==> src/rtl/id_alloc_scheduler.sv <==
// Shares one ID allocate/restore unit between NUM_REQ requesters: round-robin
// allocation front end plus a buffered free path that takes priority.
module id_alloc_scheduler #(
  parameter int ID_WIDTH        = 4,
  parameter int NUM_REQ         = 2,
  parameter int FREE_FIFO_DEPTH = 4,
  parameter int REQ_IDX_W       = $clog2(NUM_REQ)
) (
  input  logic                         clk,
  input  logic                         rst,
  input  logic [NUM_REQ-1:0]           req_valid,
  input  logic [NUM_REQ*ID_WIDTH-1:0]  req_orig_id,
  output logic [NUM_REQ-1:0]           req_ready,
  output logic [ID_WIDTH-1:0]          gnt_unique_id,
  output logic                         alloc_req,
  output logic [ID_WIDTH-1:0]          alloc_orig_id,
  input  logic                         alloc_gnt,
  input  logic [ID_WIDTH-1:0]          alloc_unique_id,
  input  logic                         alloc_full,
  input  logic                         free_valid,
  input  logic [ID_WIDTH-1:0]          free_unique_id,
  output logic                         free_ready,
  output logic                         free_req,
  output logic [ID_WIDTH-1:0]          free_id,
  input  logic [ID_WIDTH-1:0]          restored_id_in,
  output logic                         rsp_valid,
  output logic [ID_WIDTH-1:0]          rsp_orig_id,
  output logic [15:0]                  stall_cnt
);

  localparam int PTR_W = $clog2(FREE_FIFO_DEPTH);

  typedef enum logic [1:0] {IDLE, REQ, WAIT} state_e;

  state_e                 state_q;
  logic [REQ_IDX_W-1:0]   rr_ptr_q, win_idx_q, pick_idx, rr_next;
  logic [ID_WIDTH-1:0]    win_id_q;
  logic                   pick_vld, grant;

  logic [ID_WIDTH-1:0]    mem_q [FREE_FIFO_DEPTH];
  logic [PTR_W-1:0]       wr_q, rd_q;
  logic [PTR_W:0]         cnt_q;
  logic                   fifo_empty, push, pop;

  // Circular search from rr_ptr: walk offsets high to low so the smallest offset wins.
  always_comb begin
    logic [REQ_IDX_W:0] sum;
    pick_vld = 1'b0;
    pick_idx = '0;
    for (int i = NUM_REQ - 1; i >= 0; i--) begin
      sum = {1'b0, rr_ptr_q} + (REQ_IDX_W + 1)'(i);
      if (sum >= (REQ_IDX_W + 1)'(NUM_REQ)) sum = sum - (REQ_IDX_W + 1)'(NUM_REQ);
      if (req_valid[sum[REQ_IDX_W-1:0]]) begin
        pick_vld = 1'b1;
        pick_idx = sum[REQ_IDX_W-1:0];
      end
    end
  end

  assign rr_next = (win_idx_q == REQ_IDX_W'(NUM_REQ - 1)) ? '0 : win_idx_q + 1'b1;

  assign fifo_empty    = (cnt_q == '0);
  assign free_ready    = ~rst & (cnt_q != (PTR_W + 1)'(FREE_FIFO_DEPTH));
  assign free_req      = ~fifo_empty;
  assign free_id       = free_req ? mem_q[rd_q] : '0;
  assign push          = free_valid & free_ready;
  assign pop           = free_req;

  // Queued frees lock out allocation so the allocator never sees both.
  assign alloc_req     = (state_q != IDLE) & fifo_empty & ~alloc_full;
  assign alloc_orig_id = alloc_req ? win_id_q : '0;
  assign grant         = alloc_req & alloc_gnt;
  assign gnt_unique_id = grant ? alloc_unique_id : '0;

  always_comb begin
    req_ready = '0;
    if (grant) req_ready[win_idx_q] = 1'b1;
  end

  always_ff @(posedge clk or posedge rst) begin
    if (rst) begin
      state_q   <= IDLE;
      rr_ptr_q  <= '0;
      win_idx_q <= '0;
      win_id_q  <= '0;
      stall_cnt <= '0;
    end else begin
      if (state_q == WAIT && stall_cnt != 16'hFFFF) stall_cnt <= stall_cnt + 16'd1;
      case (state_q)
        IDLE: if (pick_vld) begin
          win_idx_q <= pick_idx;
          win_id_q  <= req_orig_id[pick_idx*ID_WIDTH +: ID_WIDTH];
          state_q   <= REQ;
        end
        REQ, WAIT: if (grant) begin
          rr_ptr_q <= rr_next;
          state_q  <= IDLE;
        end else begin
          state_q  <= WAIT;
        end
        default: state_q <= IDLE;
      endcase
    end
  end

  always_ff @(posedge clk or posedge rst) begin
    if (rst) begin
      wr_q        <= '0;
      rd_q        <= '0;
      cnt_q       <= '0;
      rsp_valid   <= 1'b0;
      rsp_orig_id <= '0;
    end else begin
      if (push) wr_q <= wr_q + 1'b1;
      if (pop)  rd_q <= rd_q + 1'b1;
      if (push && !pop)      cnt_q <= cnt_q + 1'b1;
      else if (pop && !push) cnt_q <= cnt_q - 1'b1;
      rsp_valid <= pop;
      if (pop) rsp_orig_id <= restored_id_in;
    end
  end

  // Storage needs no reset; occupancy alone says which entries are live.
  always_ff @(posedge clk) begin
    if (push) mem_q[wr_q] <= free_unique_id;
  end

endmodule

==> config.mk <==
export PLATFORM = sky130hd
export DESIGN_NAME = id_alloc_scheduler
export DESIGN_NICKNAME = d
export VERILOG_FILES = /design/src/rtl/id_alloc_scheduler.sv
export SDC_FILE = /design/constraint.sdc
export NUM_CORES = 1
export LEC_CHECK = 0
export CAP_MARGIN = 5
export CORE_ASPECT_RATIO = 1.5
export CORE_MARGIN = 2
export CORE_UTILIZATION = 35
export CTS_CLUSTER_DIAMETER = 40
export DETAILED_ROUTE_END_ITERATION = 16
export PLACE_DENSITY_LB_ADDON = 0.2
export SKIP_LAST_GASP = 1
export SLEW_MARGIN = 15
export SYNTH_ARGS = -nofsm -noshare
export SYNTH_HDL_FRONTEND = slang
export SYNTH_SLANG_ARGS = --single-unit
export TNS_END_PERCENT = 10
==> constraint.sdc <==
create_clock -name clk -period 3 [get_ports clk]
set_input_delay 0.3 -clock clk [delete_from_list [all_inputs] [get_ports clk]]
set_output_delay 0.3 -clock clk [all_outputs]
set_load 0.02 [all_outputs]
==> metrics.cfg, run 1 <==
[placed_design]
post-place-ws_ps = 472
gp_congestion = 0.823
portBuffers = 64
dpl.hpwl_um = 3750

[timing]
max_freq_mhz = 356
hold_violations = 0
maxSlewViolCount = 0
fin_crit_ps = 2810
finalSetupViolations = 0
period_share_pct = 93.6
fin_skew_ps = 7.92
fin_tns_setup_ps = 0
rsz0062_at_grt = no
layout_setup_ws_ps = 193
slew_headroom_pct = 62.9
tightest_slew_ps = 553

[worst_setup_path]
crit_end = req_ready[0]
cpMaxStageDelayCell = clkdlybuf4s50_1
cp.required_ps = 2700
crit_type = flip-flop to primary output
reg2reg_to = cnt_q[2]
reg2reg_depth = 8
cp_cell_sequence = or3_1, nor3_2, buf_4, nand2_1, nor2_1, clkdlybuf4s50_1
end_kind = primary output
r2r_start = cnt_q[0]
startpoint = cnt_q[0]
cp-start-kind = flip-flop
cp.arrival_ps = 2510
worst-r2r-setup-slack_ps = 500
max_stage_delay_ps = 610
cp_max_fo = 13

[logic_synthesis]
synth_edf_count = 16
synth_top_area_cell = dfrtp_1
syn_area_per_cell_um2 = 12.0
syn_nets = 243
yosys.area.top_type_share_pct = 36.4
netlist_area_um2 = 2480
synth_common_cells = dfrtp_1 (36), nand2_1 (28), edfxtp_1 (16)
synth_top_cells_by_area = dfrtp_1 (36%), edfxtp_1 (19%), ha_1 (4.5%)
synth-seq-area-share_pct = 55.8
async_reset_ff_share_pct = 69.2
yosysMostFrequentCell = dfrtp_1
synth.distinct_cells = 38
synth_flop_cell = dfrtp_1
yosysWarnings = 0
synth_cells = 206
yosys_register_bits = 52

[global_route]
grt_first_pass_wirelength_um = 8470
grt_util_met2_pct = 25.1
grt_usage_pct = 14.0
grt_pass1_vias = 1833
globalRoute.totalOverflow = 0
antenna_found_initial = 0
grt_start_max_net_pins = 37
grt_busiest_layer = met2
grt_use_met3_pct = 2.91
use_met1_pct = 15.9

[layout]
diodes = 0
drive_gt1_share_pct = 8.66
fin_nets = 313
synthToLayoutAreaGrowth_pct = 33.7

[floorplan]
io-pin-count = 65
start_util_pct = 36.2
die_w_um = 72.7
rows = 37
die_h_um = 107
core_region_area_um2 = 6850
die_area_um2 = 7780

[clock_network]
cts_hold_buffers = 0
htreeDepth = 2
clkSlewWorstSetupHoldPaths_ps = 100
cts_root_buf = clkbuf_8
clock_latency_ps = 310
cts_sinks = 52
cts_resized = 0
postCtsSetupBuffers = 0
cts_buffers = 5
cts_tree = yes
cts.path.max_buffers = 2

[power]
vdd_ir_drop_max_mv = 0.291
p_leak_nw = 1.40
power_density_nw_per_um2 = 762

[status]
status = finished clean

[detailed_routing]
wl_per_cell_um = 14.0
drc_errors = 0
drtPass1Iterations = 4
drtAntennaViolNets = 0
drtIter0Drc = 59
routed_wl_um = 4960
vias_per_cell = 4.95
num_vias = 1757

[min_path]
hp-class = input port to async pin

[flow_run]
drv_cap = 0

state kept, by name, summed over array words and instances (netlist names):
| signal | count |
|---|---|
| mem_q | 16 |
| stall_cnt | 16 |
| rsp_orig_id | 4 |
| win_id_q | 4 |
| cnt_q | 3 |
| rd_q | 2 |
| state_q | 2 |
| wr_q | 2 |
| rr_ptr_q | 1 |
| rsp_valid | 1 |
| win_idx_q | 1 |
per-stage QoR:
| step | instance area [µm²] | utilization [%] | std cells | total power, mW | hold WS, ps |
|---|---|---|---|---|---|
| 6_report | 3310 | 48.4 | 355 | 2.52 | 416 |
| 5_1_grt | 3310 | 48.4 | 355 | 2.73 | 499 |
| 4_1_cts | 3310 | 48.4 | 355 | 2.57 | 438 |
| 3_5_place_dp | 3220 | 47.0 | 347 | 2.14 | 460 |
| 3_3_place_gp | 3220 | 47.0 | 347 | 2.12 | 449 |
| 2_1_floorplan | 2480 | - | 206 | 1.73 | 399 |
worst min path at each step:
stage | from | end | slack (ps) | depth (start not counted)
6_report | rst | wr_q[0] | 420 | 3
4_1_cts | rst | win_id_q[3] | 440 | 3
3_3_place_gp | rsp_orig_id[0] | rsp_orig_id[0] | 450 | 2
2_1_floorplan | free_unique_id[0] | mem_q[0][0] | 400 | 0
5_1_grt | rst | win_id_q[3] | 500 | 3
3_5_place_dp | rsp_orig_id[1] | rsp_orig_id[1] | 460 | 2
cell type report:
type | count | area, µm²
Fill cell | 655 | 3540
Sequential cell | 52 | 1380
Multi-Input combinational cell | 139 | 1040
Timing Repair Buffer | 66 | 656
Tap cell | 78 | 97.6
Clock buffer | 5 | 68.8
Inverter | 12 | 45.0
Clock inverter | 3 | 27.5
where the power goes:
part           switching, mW  total [mW]  internal [mW]
clock network          0.248       0.419          0.172
logic                  0.504        1.02          0.515
registers              0.167        1.09          0.919
routing by layer:
| layer | wire length (µm) | part of all wire, % |
|---|---|---|
| met5 | 0 | 0 |
| met4 | 44 | 0.89 |
| met3 | 193 | 3.9 |
| met2 | 2750 | 55 |
| met1 | 1970 | 40 |
cells by family (layout without fill, tap and decap cells):
logic type	count (synthesis)	count (layout)	synth area share, %
flops	52	52	55.8
simple gates	80	80	17.9
compound gates	20	20	5.45
buf+inv	15	86	2.37
xor+xnor	15	15	5.30
fa+ha+maj	10	10	5.35
mux	14	14	7.88
worst max-delay path, delay by kind of cell, from the launching register on:
family | cells | cell delay, ps
buffers and inverters | 2 | 800
DFF | 1 | 450
and+or+nand+nor | 4 | 960
cell usage in the layout, fill, tap and decap left out, types with 2 or more instances in the layout:
cell type        count
mux2_2               4
clkdlybuf4s50_1     64
nor3_1               4
buf_4                2
nand2_1             28
xnor2_1             10
nand4_1              5
a21oi_1              4
and3_1              11
ha_1                 9
nor2_1               8
mux2i_1              6
xor2_1               5
and2_1              10
o21ai_0              7
mux4_2               4
o21ai_1              2
nand2b_1             2
inv_1               12
edfxtp_1            16
clkbuf_8             5
dfrtp_1             36
nand3_1              4
Note: power is estimated with default switching activity, not from simulation.
==> run 2: changes to the inputs <==
- CORE_UTILIZATION: 35 -> 40
==> metrics.cfg, run 2 (synthesis gave the netlist of run 1 again) <==
[status]
status = finished clean

[timing]
slew_headroom_pct = 62.7  ; -0.18 points
whs_ps = 208  ; -208 ps
max_freq_mhz = 380  ; +6.6%
rsz0062_at_grt = no
fin_crit_ps = 2630  ; -173 ps
period_share_pct = 87.8  ; -5.8 points
finalSetupViolations = 0  ; unchanged
tightest_slew_ps = 556  ; +2.61 ps
layout_setup_ws_ps = 367  ; +173 ps
fin_skew_ps = 5.32  ; -2.60 ps
hold_violations = 0  ; unchanged
maxSlewViolCount = 0  ; unchanged
fin_tns_setup_ps = 0  ; unchanged

[placed_design]
portBuffers = 64  ; unchanged
gp_congestion = 0.792  ; -3.8%
post-place-ws_ps = 462  ; -9.97 ps
placed_cells = 343  ; -1.2%
placed_cell_area_um2 = 3210  ; -0.16%
dpl.hpwl_um = 3790  ; +0.97%

[layout]
design_area_um2 = 3330  ; +0.49%
layout_common_cells = clkdlybuf4s50_1 (64), dfrtp_1 (36), nand2_1 (28), edfxtp_1 (16), inv_1 (12)
diodes = 0  ; unchanged
final.fill_count = 572  ; -13%
final_common_cell = clkdlybuf4s50_1
fin_nets = 313  ; unchanged
drive_gt1_share_pct = 8.30  ; -0.36 points
reg_top3 = mem_q x16, stall_cnt x16
synthToLayoutAreaGrowth_pct = 34.4
fin_cells = 351  ; -1.1%

[worst_setup_path]
cp.required_ps = 2700  ; about the same
cp-start-kind = flip-flop
r2r_start = cnt_q[0]
path_buf_inv = 1  ; -1
end_kind = primary output
crit_family = simple AND/OR/NAND/NOR gates
reg2reg_depth = 9  ; +1
reg2reg_to = cnt_q[2]
cp_cell_sequence = or3_1, nor3_4, nand2_1, nor2_1, clkdlybuf4s50_1
worst-r2r-setup-slack_ps = 530  ; +30 ps
cpMaxStageDelayCell = clkdlybuf4s50_1
max_stage_delay_ps = 620  ; about the same
cp_max_fo = 12  ; -1
crit_type = flip-flop to primary output
cp.arrival_ps = 2330  ; -180 ps

[global_route]
antenna_found_initial = 0  ; unchanged
grt_usage_pct = 15.9  ; +1.9 points
grt_start_max_net_pins = 34  ; -8.1%
grt_first_pass_wirelength_um = 8080  ; -4.7%
globalRoute.totalOverflow = 0  ; unchanged
grt_pass1_vias = 1732  ; -5.5%

[floorplan]
start_util_pct = 40.7  ; +4.5 points
die_area_um2 = 6850  ; -12%
io-pin-count = 65  ; unchanged
rows = 35  ; -5.4%
core_region_area_um2 = 6090  ; -11%
die_w_um = 68.3  ; -6.1%
die_h_um = 100  ; -6.2%

[clock_network]
htreeDepth = 2  ; unchanged
cts_root_buf = clkbuf_8
cts_sinks = 52  ; unchanged
cts_tree = yes
clock_latency_ps = 300  ; about the same
cts_buffers = 5  ; unchanged
clkSlewWorstSetupHoldPaths_ps = 100  ; about the same
cts.path.max_buffers = 2  ; unchanged

[detailed_routing]
drtIter0Drc = 63  ; +6.8%
wl_per_cell_um = 14.0  ; about the same
vias_per_cell = 5.07  ; +2.5%
routed_wl_um = 4900  ; -1.1%
drtAntennaViolNets = 0  ; unchanged
drc_errors = 0  ; unchanged
num_vias = 1781  ; +1.4%
drtPass1Iterations = 4  ; unchanged

[power]
vdd_ir_drop_max_mv = 0.337  ; +16%
power_density_nw_per_um2 = 780  ; +2.4%
p_leak_nw = 1.41  ; +0.72%

[min_path]
hp-class = input port to async pin

[flow_run]
drv_cap = 0  ; unchanged

-- run 2: changes by cell type in the layout (fill, tap and decap cells not counted) --
cell,before,now
nor3_4,0,1
bufinv_16,0,1
clkinvlp_4,1,0
inv_8,1,0
clkbuf_1,0,1
inv_6,0,1
nor3_2,1,0
clkinv_4,1,0
-- run 2: stage by stage --
| step | power [mW] | utilization [%] |
|---|---|---|
| detailed placement | 2.15 | 52.8 |
| global route | 2.80 | 54.7 |
| CTS | 2.64 | 54.6 |
| floorplan | 1.73 | - |
| finish | 2.60 | 54.7 |
| global placement | 2.12 | 52.8 |
-- run 2: worst reg2reg max path, stage by stage, from the launching register on --
cell	delay, ps
dfrtp_1	440
or3_1	450
buf_4	200
inv_1	190
ha_1	240
inv_1	60
fa_1	380
xor2_1	180
nor2_1	110
xor2_1	150
-- run 2: power breakdown --
part | switching (mW) | internal (mW)
combinational | 0.507 | 0.520
clock | 0.231 | 0.252
sequential | 0.168 | 0.919
total | 0.906 | 1.69
-- run 2: repair_timing --
| item | 4_1_cts | 5_1_grt |
|---|---|---|
| resized for setup | 0 | 1 |
| hold buffers | 0 | 0 |
| setup buffers | 0 | 0 |
| endpoints found under the setup margin | 0 | 1 |
-- run 2: worst max-delay path by stage --
| stage | startpoint | end | slack, ps | cells after the start |
|---|---|---|---|---|
| after CTS | cnt_q[0] | req_ready[0] | 170 | 5 |
| after floorplan | cnt_q[0] | cnt_q[2] | 680 | 9 |
| final | cnt_q[0] | req_ready[0] | 370 | 5 |
| after detailed placement | rst | cnt_q[2] | 460 | 9 |
| after global routing | cnt_q[0] | req_ready[0] | 190 | 5 |
| after global placement | cnt_q[0] | req_ready[0] | 560 | 5 |
-- run 2: per-layer routing --
| metal | GRT usage, % | share of wire (%) | vias up |
|---|---|---|---|
| li1 | - | - | 869 |
| met1 | 18.0 | 40 | 866 |
| met2 | 28.0 | 54 | 40 |
| met3 | 3.70 | 3.6 | 6 |
| met4 | 6.46 | 1.8 | 0 |
| met5 | 0 | 0 | - |
-- run 2: area by class of cell --
cell class / instances / area (µm²) / area share (%)
clock buffers: 6 / 72.6 / 2.18
clock inverters: 2 / 38.8 / 1.16
inverters: 12 / 45.0 / 1.35
multi-input cells: 139 / 1040 / 31.3
flip-flops and latches: 52 / 1380 / 41.5
well taps: 74 / 92.6 / 2.78
repair buffers: 66 / 656 / 19.7
==> run 3: changes to the inputs <==
- CTS_BUF_LIST: not set -> sky130_fd_sc_hd__clkbuf_8 sky130_fd_sc_hd__clkbuf_16
==> metrics.cfg, run 3 (synthesis gave the netlist of run 1 again) <==
[status]
status = finished clean

[clock_network]
cts_hold_buffers = 0  ; unchanged
cts.path.max_buffers = 2  ; unchanged
cts_resized = 0  ; unchanged
postCtsSetupBuffers = 0  ; unchanged
clkSlewWorstSetupHoldPaths_ps = 100  ; about the same
cts_sinks = 52  ; unchanged
clock_latency_ps = 300  ; about the same
cts_buffers = 5  ; unchanged
htreeDepth = 2  ; unchanged
cts_root_buf = clkbuf_8
cts_tree = yes

[detailed_routing]
drtIter0Drc = 63  ; unchanged
drc_errors = 0  ; unchanged
num_vias = 1784  ; +0.17%
drtAntennaViolNets = 0  ; unchanged
drtPass1Iterations = 4  ; unchanged
wl_per_cell_um = 14.0  ; about the same
routed_wl_um = 4910  ; about the same
vias_per_cell = 5.08  ; +0.17%

[worst_setup_path]
cp.arrival_ps = 2330  ; about the same
reg2reg_depth = 9  ; unchanged
cp-start-kind = flip-flop
crit_type = flip-flop to primary output
r2r_start = cnt_q[0]
cp_max_fo = 12  ; unchanged
end_kind = primary output
worst-r2r-setup-slack_ps = 530  ; about the same
cp.required_ps = 2700  ; about the same
reg2reg_to = cnt_q[2]

[timing]
period_share_pct = 87.8  ; about the same
fin_crit_ps = 2630  ; +0.00100 ps
max_freq_mhz = 380  ; about the same
maxSlewViolCount = 0  ; unchanged
fin_tns_setup_ps = 0  ; unchanged
hold_violations = 0  ; unchanged
rsz0062_at_grt = no
fin_skew_ps = 5.41  ; +0.0948 ps
finalSetupViolations = 0  ; unchanged
slew_headroom_pct = 62.7  ; unchanged
tightest_slew_ps = 556  ; unchanged

[layout]
final_common_cell = clkdlybuf4s50_1
drive_gt1_share_pct = 8.30  ; unchanged
diodes = 0  ; unchanged
reg_top3 = mem_q x16, stall_cnt x16
fin_nets = 313  ; unchanged
synthToLayoutAreaGrowth_pct = 34.4  ; unchanged
final.fill_count = 572  ; unchanged
layout_common_cells = clkdlybuf4s50_1 (64), dfrtp_1 (36), nand2_1 (28), edfxtp_1 (16), inv_1 (13)

[placed_design]
gp_congestion = 0.792  ; unchanged
portBuffers = 64  ; unchanged
dpl.hpwl_um = 3790  ; unchanged

[power]
power_mw = 2.59  ; -0.12%
switching_power_mw = 0.906  ; about the same
comb_power_share_pct = 39.6  ; about the same
p_leak_nw = 1.42  ; +0.29%
vdd_ir_drop_max_mv = 0.337  ; about the same
power_frac_seq_pct = 41.9  ; about the same
power_density_nw_per_um2 = 779  ; -0.12%
clock_power_share_pct = 18.5  ; about the same
p_int_mw = 1.69  ; -0.20%
switching_share_pct = 34.9  ; +0.049 points

[floorplan]
start_util_pct = 40.7  ; unchanged
die_area_um2 = 6850  ; unchanged
core_region_area_um2 = 6090  ; unchanged
io-pin-count = 65  ; unchanged
die_w_um = 68.3  ; unchanged
die_h_um = 100  ; unchanged
rows = 35  ; unchanged

[global_route]
grt_first_pass_wirelength_um = 8080  ; unchanged
antenna_found_initial = 0  ; unchanged
globalRoute.totalOverflow = 0  ; unchanged
grt_start_max_net_pins = 34  ; unchanged
grt_usage_pct = 15.9  ; unchanged
grt_pass1_vias = 1732  ; unchanged

[min_path]
hp-class = input port to async pin

[flow_run]
drv_cap = 0  ; unchanged

-- run 3: changes by cell type in the layout (fill, tap and decap cells not counted), sizes merged --
cell | before | now
inv | 13 | 14
clkbuf | 6 | 5
-- run 3: layout make-up --
type / count / area (µm²) / share of cell area, %
clock inverters: 3 / 42.5 / 1.28
clock buffers: 5 / 68.8 / 2.07
well taps: 74 / 92.6 / 2.78
inverters: 12 / 45.0 / 1.35
repair buffers: 66 / 656 / 19.7
multi-input cells: 139 / 1040 / 31.3
flip-flops and latches: 52 / 1380 / 41.5
-- run 3: worst max-delay path by stage --
stage | start | endpoint | slack (ps)
floorplan | cnt_q[0] | cnt_q[2] | 680
global placement | cnt_q[0] | req_ready[0] | 560
detailed placement | rst | cnt_q[2] | 460
CTS | cnt_q[0] | req_ready[0] | 170
global route | cnt_q[0] | req_ready[0] | 190
finish | cnt_q[0] | req_ready[0] | 370
-- run 3: through the flow --
step           area (µm²)  util [%]  setup WS [ps]  instances  hold WS (ps)
2_1_floorplan        2480         -            682        206           399
3_3_place_gp         3210      52.8            560        343           453
3_5_place_dp         3210      52.8            462        343           459
4_1_cts              3320      54.6            169        351           194
5_1_grt              3330      54.7            185        351           226
6_report             3330      54.7            367        351           208
-- run 3: worst max-delay path, cell delays in order, from the launching register on --
cell	delay, ps
dfrtp_1	440
or3_1	450
nor3_4	310
nand2_1	120
nor2_1	100
clkdlybuf4s50_1	620
-- run 3: per-layer routing --
| metal | wire length [µm] | global-route usage, % | vias to the layer above |
|---|---|---|---|
| met4 | 87 | 6.46 | 0 |
| met5 | 0 | 0 | - |
| met3 | 180 | 3.70 | 6 |
| li1 | - | - | 869 |
| met2 | 2660 | 28.0 | 42 |
| met1 | 1980 | 18.0 | 867 |
-- run 3: power groups by stage --
stage          Sequential, mW  Clock, mW  Combinational (mW)
6_report                 1.09      0.480                1.03
5_1_grt                  1.12      0.535                1.14
4_1_cts                  1.09      0.504                1.04
3_5_place_dp             1.11          0                1.04
3_3_place_gp             1.10          0                1.02
2_1_floorplan            1.12          0               0.614
